[config.mk]
export PLATFORM = sky130hd
export DESIGN_NAME = hull_fault_manager
export DESIGN_NICKNAME = d
export VERILOG_FILES = /design/src/rtl/hull_fault_pkg.sv /design/src/rtl/fault_debounce.sv /design/src/rtl/hull_fault_manager.sv
export SDC_FILE = /design/constraint.sdc
export NUM_CORES = 1
export LEC_CHECK = 0
export BUFFER_PORTS_ARGS = -buffer_cell sky130_fd_sc_hd__buf_2
export CORE_MARGIN = 2
export CORE_UTILIZATION = 55
export DETAILED_ROUTE_END_ITERATION = 10
export PLACE_DENSITY = 0.8
export SKIP_LAST_GASP = 1
export SYNTH_ARGS = -nofsm -noshare
export SYNTH_HDL_FRONTEND = slang
export SYNTH_HIERARCHICAL = 1
export SYNTH_SLANG_ARGS = --single-unit
export TNS_END_PERCENT = 100
[constraint.sdc]
create_clock -name clk -period 1.98 [get_ports clk]
set_input_delay 0.099 -clock clk [delete_from_list [all_inputs] [get_ports clk]]
set_output_delay 0.099 -clock clk [all_outputs]
set_load 0.02 [all_outputs]
[src/rtl/hull_fault_pkg.sv]
// Shared encodings for the hull fault manager: FSM states, Avalon register
// addresses and CTRL/readback bit positions.
package hull_fault_pkg;

  typedef enum logic [1:0] {
    RUN     = 2'd0,
    HOLD    = 2'd1,
    LOCKOUT = 2'd2
  } state_e;

  localparam logic [1:0] ADDR_STATUS  = 2'd0;
  localparam logic [1:0] ADDR_CAPTURE = 2'd1;
  localparam logic [1:0] ADDR_MASK    = 2'd2;
  localparam logic [1:0] ADDR_CTRL    = 2'd3;

  localparam int CTRL_CLR_LOCK_BIT = 0;
  localparam int CTRL_CLR_TRIP_BIT = 1;
  localparam int STATUS_SYNC_LSB   = 8;
  localparam int CTRL_TRIP_LSB     = 4;

endpackage

[src/rtl/fault_debounce.sv]
// One fault channel: two-flop synchroniser, stability counter, and a rise
// indication aligned with the edge on which the debounced level goes high.
module fault_debounce #(
  parameter int DEBOUNCE_CYCLES = 16
) (
  input  logic clk,
  input  logic reset,
  input  logic pin_i,
  output logic sync_o,
  output logic level_o,
  output logic rise_o
);
  localparam int CNT_W = $clog2(DEBOUNCE_CYCLES + 1);
  localparam logic [CNT_W-1:0] CNT_MAX = CNT_W'(DEBOUNCE_CYCLES);

  logic             meta_q;
  logic             sync_q;
  logic             level_q;
  logic             level_d;
  logic [CNT_W-1:0] cnt_q;
  logic [CNT_W-1:0] cnt_d;
  logic [CNT_W-1:0] cnt_inc_s;

  always_ff @(posedge clk or posedge reset) begin
    if (reset) begin
      meta_q  <= 1'b0;
      sync_q  <= 1'b0;
      level_q <= 1'b0;
      cnt_q   <= '0;
    end else begin
      meta_q  <= pin_i;
      sync_q  <= meta_q;
      level_q <= level_d;
      cnt_q   <= cnt_d;
    end
  end

  assign cnt_inc_s = cnt_q + CNT_W'(1);

  // Any cycle where sync agrees with the level restarts the stability count.
  always_comb begin
    level_d = level_q;
    cnt_d   = '0;
    if (sync_q != level_q) begin
      if (cnt_inc_s == CNT_MAX) begin
        level_d = ~level_q;
        cnt_d   = '0;
      end else begin
        cnt_d   = cnt_inc_s;
      end
    end else begin
      cnt_d = '0;
    end
  end

  assign sync_o  = sync_q;
  assign level_o = level_q;
  assign rise_o  = level_d & ~level_q;

endmodule

[src/rtl/hull_fault_manager.sv]
// Motor-driver fault supervisor: debounced fault channels, sticky capture,
// trip/hold/lockout sequencing of drv_enable, Avalon-MM register slave.
module hull_fault_manager
  import hull_fault_pkg::*;
#(
  parameter int N_FAULT         = 4,
  parameter int DEBOUNCE_CYCLES = 16,
  parameter int HOLD_CYCLES     = 50000,
  parameter int MAX_RETRY       = 3
) (
  input  logic               clk,
  input  logic               reset,
  input  logic [1:0]         address,
  input  logic               write,
  input  logic [31:0]        writedata,
  output logic [31:0]        readdata,
  output logic               irq,
  input  logic [N_FAULT-1:0] fault_in,
  output logic               drv_enable
);
  localparam int HOLD_W = (HOLD_CYCLES > 1) ? $clog2(HOLD_CYCLES) : 1;
  localparam logic [HOLD_W-1:0] HOLD_LAST = HOLD_W'(HOLD_CYCLES - 1);
  localparam logic [3:0] RETRY_MAX = 4'(MAX_RETRY);

  logic [N_FAULT-1:0] sync_s;
  logic [N_FAULT-1:0] level_s;
  logic [N_FAULT-1:0] rise_s;
  logic [N_FAULT-1:0] clr_s;
  logic [N_FAULT-1:0] capture_q, capture_d;
  logic [N_FAULT-1:0] mask_q, mask_d;
  state_e             state_q, state_d;
  logic [3:0]         trip_q, trip_d;
  logic [HOLD_W-1:0]  hold_q, hold_d;
  logic               drv_q, drv_d;
  logic               irq_q, irq_d;
  logic [31:0]        rd_q, rd_d;
  logic               fault_s;
  logic               wr_capture_s, wr_mask_s, wr_ctrl_s;
  logic               unused_s;

  for (genvar g = 0; g < N_FAULT; g++) begin : g_ch
    fault_debounce #(
      .DEBOUNCE_CYCLES(DEBOUNCE_CYCLES)
    ) u_db (
      .clk    (clk),
      .reset  (reset),
      .pin_i  (fault_in[g]),
      .sync_o (sync_s[g]),
      .level_o(level_s[g]),
      .rise_o (rise_s[g])
    );
  end

  assign wr_capture_s = write && (address == ADDR_CAPTURE);
  assign wr_mask_s    = write && (address == ADDR_MASK);
  assign wr_ctrl_s    = write && (address == ADDR_CTRL);
  assign fault_s      = |(level_s & mask_q);
  assign unused_s     = ^writedata;

  // A rise on the same edge as a W1C clear keeps the capture bit set.
  always_comb begin
    if (wr_capture_s) begin
      clr_s = writedata[N_FAULT-1:0];
    end else begin
      clr_s = '0;
    end
    capture_d = (capture_q & ~clr_s) | rise_s;
    if (wr_mask_s) begin
      mask_d = writedata[N_FAULT-1:0];
    end else begin
      mask_d = mask_q;
    end
  end

  always_comb begin
    state_d = state_q;
    trip_d  = trip_q;
    hold_d  = hold_q;
    case (state_q)
      RUN: begin
        if (fault_s) begin
          if (trip_q < RETRY_MAX) begin
            state_d = HOLD;
            trip_d  = trip_q + 4'd1;
            hold_d  = '0;
          end else begin
            state_d = LOCKOUT;
          end
        end else begin
          state_d = RUN;
        end
      end
      HOLD: begin
        if (hold_q == HOLD_LAST) begin
          hold_d = '0;
          if (fault_s) begin
            state_d = HOLD;
          end else begin
            state_d = RUN;
          end
        end else begin
          hold_d = hold_q + HOLD_W'(1);
        end
      end
      LOCKOUT: begin
        if (wr_ctrl_s && writedata[CTRL_CLR_LOCK_BIT]) begin
          state_d = RUN;
          trip_d  = 4'd0;
        end else begin
          state_d = LOCKOUT;
        end
      end
      default: begin
        state_d = RUN;
      end
    endcase
    if (wr_ctrl_s && writedata[CTRL_CLR_TRIP_BIT]) begin
      trip_d = 4'd0;
    end else begin
      trip_d = trip_d;
    end
    drv_d = (state_d == RUN);
    irq_d = (|(capture_q & mask_q)) | (state_q == LOCKOUT);
  end

  // Readback always uses pre-write register values.
  always_comb begin
    rd_d = 32'd0;
    case (address)
      ADDR_STATUS: begin
        rd_d[N_FAULT-1:0]                 = level_s;
        rd_d[STATUS_SYNC_LSB +: N_FAULT]  = sync_s;
      end
      ADDR_CAPTURE: rd_d[N_FAULT-1:0] = capture_q;
      ADDR_MASK:    rd_d[N_FAULT-1:0] = mask_q;
      ADDR_CTRL: begin
        rd_d[1:0]                 = state_q;
        rd_d[CTRL_TRIP_LSB +: 4]  = trip_q;
      end
      default: rd_d = 32'd0;
    endcase
  end

  always_ff @(posedge clk or posedge reset) begin
    if (reset) begin
      state_q   <= RUN;
      trip_q    <= 4'd0;
      hold_q    <= '0;
      capture_q <= '0;
      mask_q    <= '0;
      drv_q     <= 1'b1;
      irq_q     <= 1'b0;
      rd_q      <= 32'd0;
    end else begin
      state_q   <= state_d;
      trip_q    <= trip_d;
      hold_q    <= hold_d;
      capture_q <= capture_d;
      mask_q    <= mask_d;
      drv_q     <= drv_d;
      irq_q     <= irq_d;
      rd_q      <= rd_d;
    end
  end

  assign readdata   = rd_q;
  assign irq        = irq_q;
  assign drv_enable = drv_q;

endmodule

After elaboration in Yosys (flattened, before gate mapping)
Index checks and enable logic that the tools add are counted.
{"block": "word_totals", "register_bits": 76, "in_bits": 41, "output_inout_bits": 34, "word_cells": 114}
{"block": "classes", "add_sub_neg": 6, "order_cmp": 1, "n_eq_ne": 19, "muxes": 36, "bitwise_logic": 14, "reduce_logical": 14}
{"operator": "16-bit 2-to-1 mux", "n": 3}
{"operator": "5-bit 2-to-1 mux", "n": 8}
{"operator": "16-bit case mux with 2 select lines", "n": 1}
{"operator": "4-bit 2-to-1 mux", "n": 7}
{"operator": "5-bit by 1-bit adder with 5-bit output (second input constant)", "n": 4}
{"operator": "5-bit == test (second input constant)", "n": 4}
{"operator": "16-bit by 1-bit adder with 16-bit output (second input constant)", "n": 1}
{"operator": "16-bit == test (second input constant)", "n": 1}
{"operator": "4-bit AND", "n": 3}
{"operator": "2-bit case mux with 3 select lines", "n": 2}
{"operator": "1-bit 2-to-1 mux", "n": 9}
{"operator": "3-bit != test (second input constant)", "n": 3}
{"operator": "2-bit 2-to-1 mux", "n": 4}
{"operator": "2-bit case mux with 4 select lines", "n": 1}
{"operator": "4-bit case mux with 2 select lines", "n": 1}
{"operator": "4-bit OR reduction", "n": 2}
{"operator": "2-bit == test (second input constant)", "n": 3}
{"operator": "2-bit logical NOT", "n": 3}
{"operator": "1-bit logical AND", "n": 5}
{"operator": "4-bit by 1-bit adder with 4-bit output (second input constant)", "n": 1}
{"operator": "1-bit AND", "n": 4}
{"operator": "2-bit by 1-bit == test with 1-bit output (second input constant)", "n": 2}
{"operator": "4-bit by 2-bit < comparator with 1-bit output (second input constant)", "n": 1}
{"operator": "1-bit != test", "n": 4}
{"operator": "9 further kinds", "n": 13}

Depth between registers and ports, before layout
{"block": "logic_depth", "word_depth": 6, "mapped_depth": 7, "ltp_nobuf": 5}

Cells and area by module
Netlist, hierarchy kept.
{"mod": "hull_fault_manager", "n_inst": 1, "cells_each": 214, "area_per_inst_um2": 2257.2, "seq_area_each_um2": 1102.3}
{"mod": "fault_debounce", "n_inst": 4, "cells_each": 30, "area_per_inst_um2": 342.8, "seq_area_each_um2": 200.2}

Worst setup path before layout
No wires, ideal clock.
{"block": "synth_timing", "path_type": "register to register", "from": "register hold_q[0]", "to": "register hold_q[14]", "setup_time_ns": 0.126, "arrival_ns": 1.643, "required_ns": 1.854, "slack_ns": 0.211, "path_stages_with_launch": 6, "path_buffers": 0, "period_less_slack_ns": 1.769, "cell_sequence": "dfrtp_1 > ha_1 > nand3_2 > or4_4 > and3_1 > a221o_1"}
{"block": "synth_between", "elab_chain_cells": 3, "word_cells_on_any_way": 4, "cone_classes": "add/sub (1); eq/ne (1); mux (2)"}
{"element": "from (decl)", "line": "hull_fault_manager.sv:33", "text": "logic [HOLD_W-1:0] hold_q, hold_d;"}
{"element": "from (signal assigned)", "line": "hull_fault_manager.sv:157", "text": "hold_q <= hold_d;"}
{"element": "16-bit by 1-bit adder with 16-bit output or 16-bit == test (tied branches)", "line": "hull_fault_manager.sv:102, hull_fault_manager.sv:94"}
{"element": "16-bit 2-to-1 mux *", "line": "hull_fault_manager.sv:94", "text": "if (hold_q == HOLD_LAST) begin"}
{"element": "16-bit case mux with 2 select lines *", "line": "hull_fault_manager.sv:79", "text": "case (state_q)"}
Mark *: on every way between the ends. The rest lies on a longest branch, timed or not.
A chain may end at the register's enable or synchronous reset.

Worst setup path after layout
{"block": "layout_timing", "from": "register hold_q[11]", "to": "register hold_q[14]"}
The elaborated chain is that of the path after synthesis.

==> summary.md <==
| Metric | Value |
|---|---|
| Status | finished clean |
| Post-synth EDFFs | 0 |
| Fin crit share | 0.958 |
| Actual slew at the worst max-slew pin | around 0.55 ns |
| I/O Pins | 75 |
| Most common cell in the synthesized netlist | dfrtp_1 |
| Antenna fix cells | 0 |
| FP Rows | 29 |
| DRT Wirelength | slightly below 7000 um |
| Avg Inst Size Synth | about 11 um^2 |
| Rel. slew slack | 0.635 |
| Core Region | 6350 um^2 |
| CP Capture Type | register |
| Setup bufs post-CTS | 0 |
| Switching Fraction | 0.241 |
| # clock sinks | 76 |
| Starting DRC count in detailed routing | ~180 |
| RSZ-0062 raised after global routing | false |
| Final hold viol count | 0 |
| Die ar. | around 7300 um^2 |
| Hpwl dp | roughly 4800 um |
| FILL cells | between 400 and 500 |
| Vias in the first global route | 2572 |
| Synth warn | 6 |
| Pint | 2.43 mW |
| Gpl congestion | between 0.8 and 0.9 |
| Setup TNS | 0 ns |
| CTS hold repair buffers | 7 |
| Die extent in y | approximately 85 um |
| Sequential power share | 0.527 |
| Num CTS Buffers | 9 |
| Post-CTS Resized | 0 |
| Nets | ~430 |
| Clock Power Share | 0.392 |
| Reg2reg start | hold_q[11] |
| Starting Density | 0.571 |
| Gate Count Post-Synth | between 300 and 400 |
| Hold worst-path end | mask_q[0] |
| Pre-antenna DRT Iters | 4 |
| Worst r2r dst | hold_q[14] |
| GRT overflow | 0 |
| Clock slew at reported path FFs | approximately 0.080 ns |
| Cell variety after synth | just under 60 |
| Syn-to-layout area delta | 13.3% |
| Seq cells post-synth | 76 |
| Endpoints failing setup | 0 |
| GRT Util Overall | 0.209 |
| Share of layout cells above drive strength 1 | 0.187 |
| CTS tree | built |
| Flop-to-flop setup slack | ~0.083 ns |
| Cell Count, Final, Fillers Out | around 460 |
| Crit path max fanout | 13 |
| Clock Latency Late Sink | 0.35 ns |
| Worst endpoint required time | between 2 and 2.5 ns |
| Port-buffer cells | 26 |
| Worst hold path class | in2reg |
| Asr flop ratio synth | 1.00 |
| DP Cell Count | 439 |
| Top cell type by total area after synthesis | dfrtp_1 |
| Top FF cell, synth | dfrtp_1 |
| DR vias | 2617 |
| H-tree levels | 3 |
| Crit start category | register |
| Die width | ~85 um |
| Sw power | between 700 and 800 uW |
| Fmax | ~0.53 GHz |
| Residual DRC count | 0 |
| WS Path Type | reg2reg |
| Static Leak | between 2 and 2.5 nW |
| Worst Path Arrival | roughly 2.1 ns |
| Root Buffer | clkbuf_8 |
| Layout Skew | between 0.015 and 0.02 ns |
| Routed Antenna Nets | 0 |
| VDD IR max | 1.03 mV |
| Mapped Area | about 3600 um^2 |
| Launch point of the worst path | hold_q[11] |
| Comb pwr share | 0.081 |
| R2R cell count | 5 |
| Sequential area share after synthesis | 0.524 |
| First-pass GRT wire length | ~12000 um |
| Routed length per instance | roughly 15 um |
| Hold wc startpoint | writedata[0] |
| Vias per cell | 5.66 |
| Initial antenna violation count | 0 |
| Tmin final | between 1.5 and 2 ns |
| Power per cell area | 780 nW/um^2 |
| Max Cap Viol | 0 |
| Synth top area share | 0.517 |
| Top post-synthesis cells by count | 75 x dfrtp_1, 28 x nand2_1, 21 x buf_4, 20 x nor2_1 |
| Longest Clk Path Bufs | 2 |
| Min-Delay Path Depth | 2 |
| Slew Viols, Final | 0 |
| Largest net degree at the start of global routing | 45 |
| Top post-synthesis cells by area | dfrtp_1 52%, buf_4 4.3%, nand2_1 2.9% |
-- flip-flops by register name (all words and copies together) (netlist names) --
signal             cells
g_ch.u_db/level_o      4
state_q                2
g_ch.u_db/meta_q       4
capture_q              4
readdata              12
trip_q                 4
drv_enable             1
irq                    1
g_ch.u_db/sync_o       4
hold_q                16
g_ch.u_db/cnt_q       20
mask_q                 4
-- worst max-delay path: stages (launching register included) --
cell and delay [ns]:
dfrtp_1 0.44, nor4_1 0.43, a41oi_2 0.25, buf_4 0.24, and3_1 0.17, a221o_1 0.25
-- power groups by stage --
stage	combinational, mW	sequential [mW]	clock (mW)
5_1_grt	0.292	1.70	1.37
3_5_place_dp	0.251	1.72	0
4_1_cts	0.263	1.69	1.29
2_1_floorplan	0.199	1.72	0
3_3_place_gp	0.242	1.71	0
6_report	0.260	1.69	1.26
-- cells in the final DEF, fill, tap and decap left out, drive strengths merged, types with 3 or more instances in the layout --
cell         Yosys  layout
a21o             4       4
a21oi           14      14
a22o             3       3
a31oi           12      12
a41oi            3       3
and2             7       7
and2b            4       4
and3            11      11
and3b            5       5
buf             23      36
clkbuf           4      11
clkinv           0       4
conb             1      20
dfrtp           75      75
dlygate4sd3      0       7
ha               6       6
inv              6       5
mux2            10      10
nand2           29      29
nand3           13      13
nand3b           4       4
nand4            8       8
nor2            20      20
nor2b            6       6
nor3             6       6
nor4             4       4
o21ai           11      11
xnor2            8       8
xor2             4       4
-- logic make-up (layout without fill, tap and decap cells) --
| kind of cell | after synthesis | after routing | share of synthesized area |
|---|---|---|---|
| buf+inv | 33 | 65 | 0.0565 |
| xor+xnor | 12 | 12 | 0.0290 |
| flops | 76 | 76 | 0.524 |
| compound gates | 63 | 63 | 0.122 |
| mux | 14 | 14 | 0.0490 |
| other cells | 1 | 20 | 0.00103 |
| fa+ha+maj | 6 | 6 | 0.0207 |
| simple gates | 129 | 129 | 0.197 |
-- worst max-delay path by stage --
stage                       endpoint  slack (ns)  cells past startpoint
after global routing       trip_q[0]       0.008                      5
after floorplan           hold_q[14]        0.21                      5
after CTS                 hold_q[14]        0.08                      5
after detailed placement  hold_q[14]         0.1                      5
after global placement     trip_q[0]        0.18                      5
final                     hold_q[14]        0.08                      5
-- per-stage QoR --
stage	total power [mW]	worst slack (ns)	instance area, um^2	hold WS [ns]	utilization
floorplan	1.92	0.211	3700	-0.0853	-
global placement	1.95	0.176	3830	0.103	0.603
detailed placement	1.97	0.0992	3830	0.112	0.603
CTS	3.24	0.0810	4110	0.0396	0.647
global route	3.36	0.00837	4110	0.0322	0.647
finish	3.21	0.0833	4110	0.0643	0.647
-- layout make-up --
class	instances	area [um^2]	area share
clock inverters	5	78.8	0.0192
multi-input cells	244	1590	0.387
inverters	6	22.5	0.00548
flip-flops and latches	76	1900	0.463
well taps	77	96.3	0.0234
clock buffers	11	131	0.0320
repair buffers	43	288	0.0700
-- layer usage --
layer | track usage | wire length (um) | part of all wire | vias to the layer above
li1 | - | - | - | 1266
met1 | 0.267 | 3030 | 0.44 | 1276
met2 | 0.347 | 3520 | 0.51 | 69
met3 | 0.0603 | 330 | 0.047 | 6
met4 | 0.0635 | 75 | 0.011 | 0
met5 | 0 | 0 | 0 | -
Power figures use the tool's default switching activity.
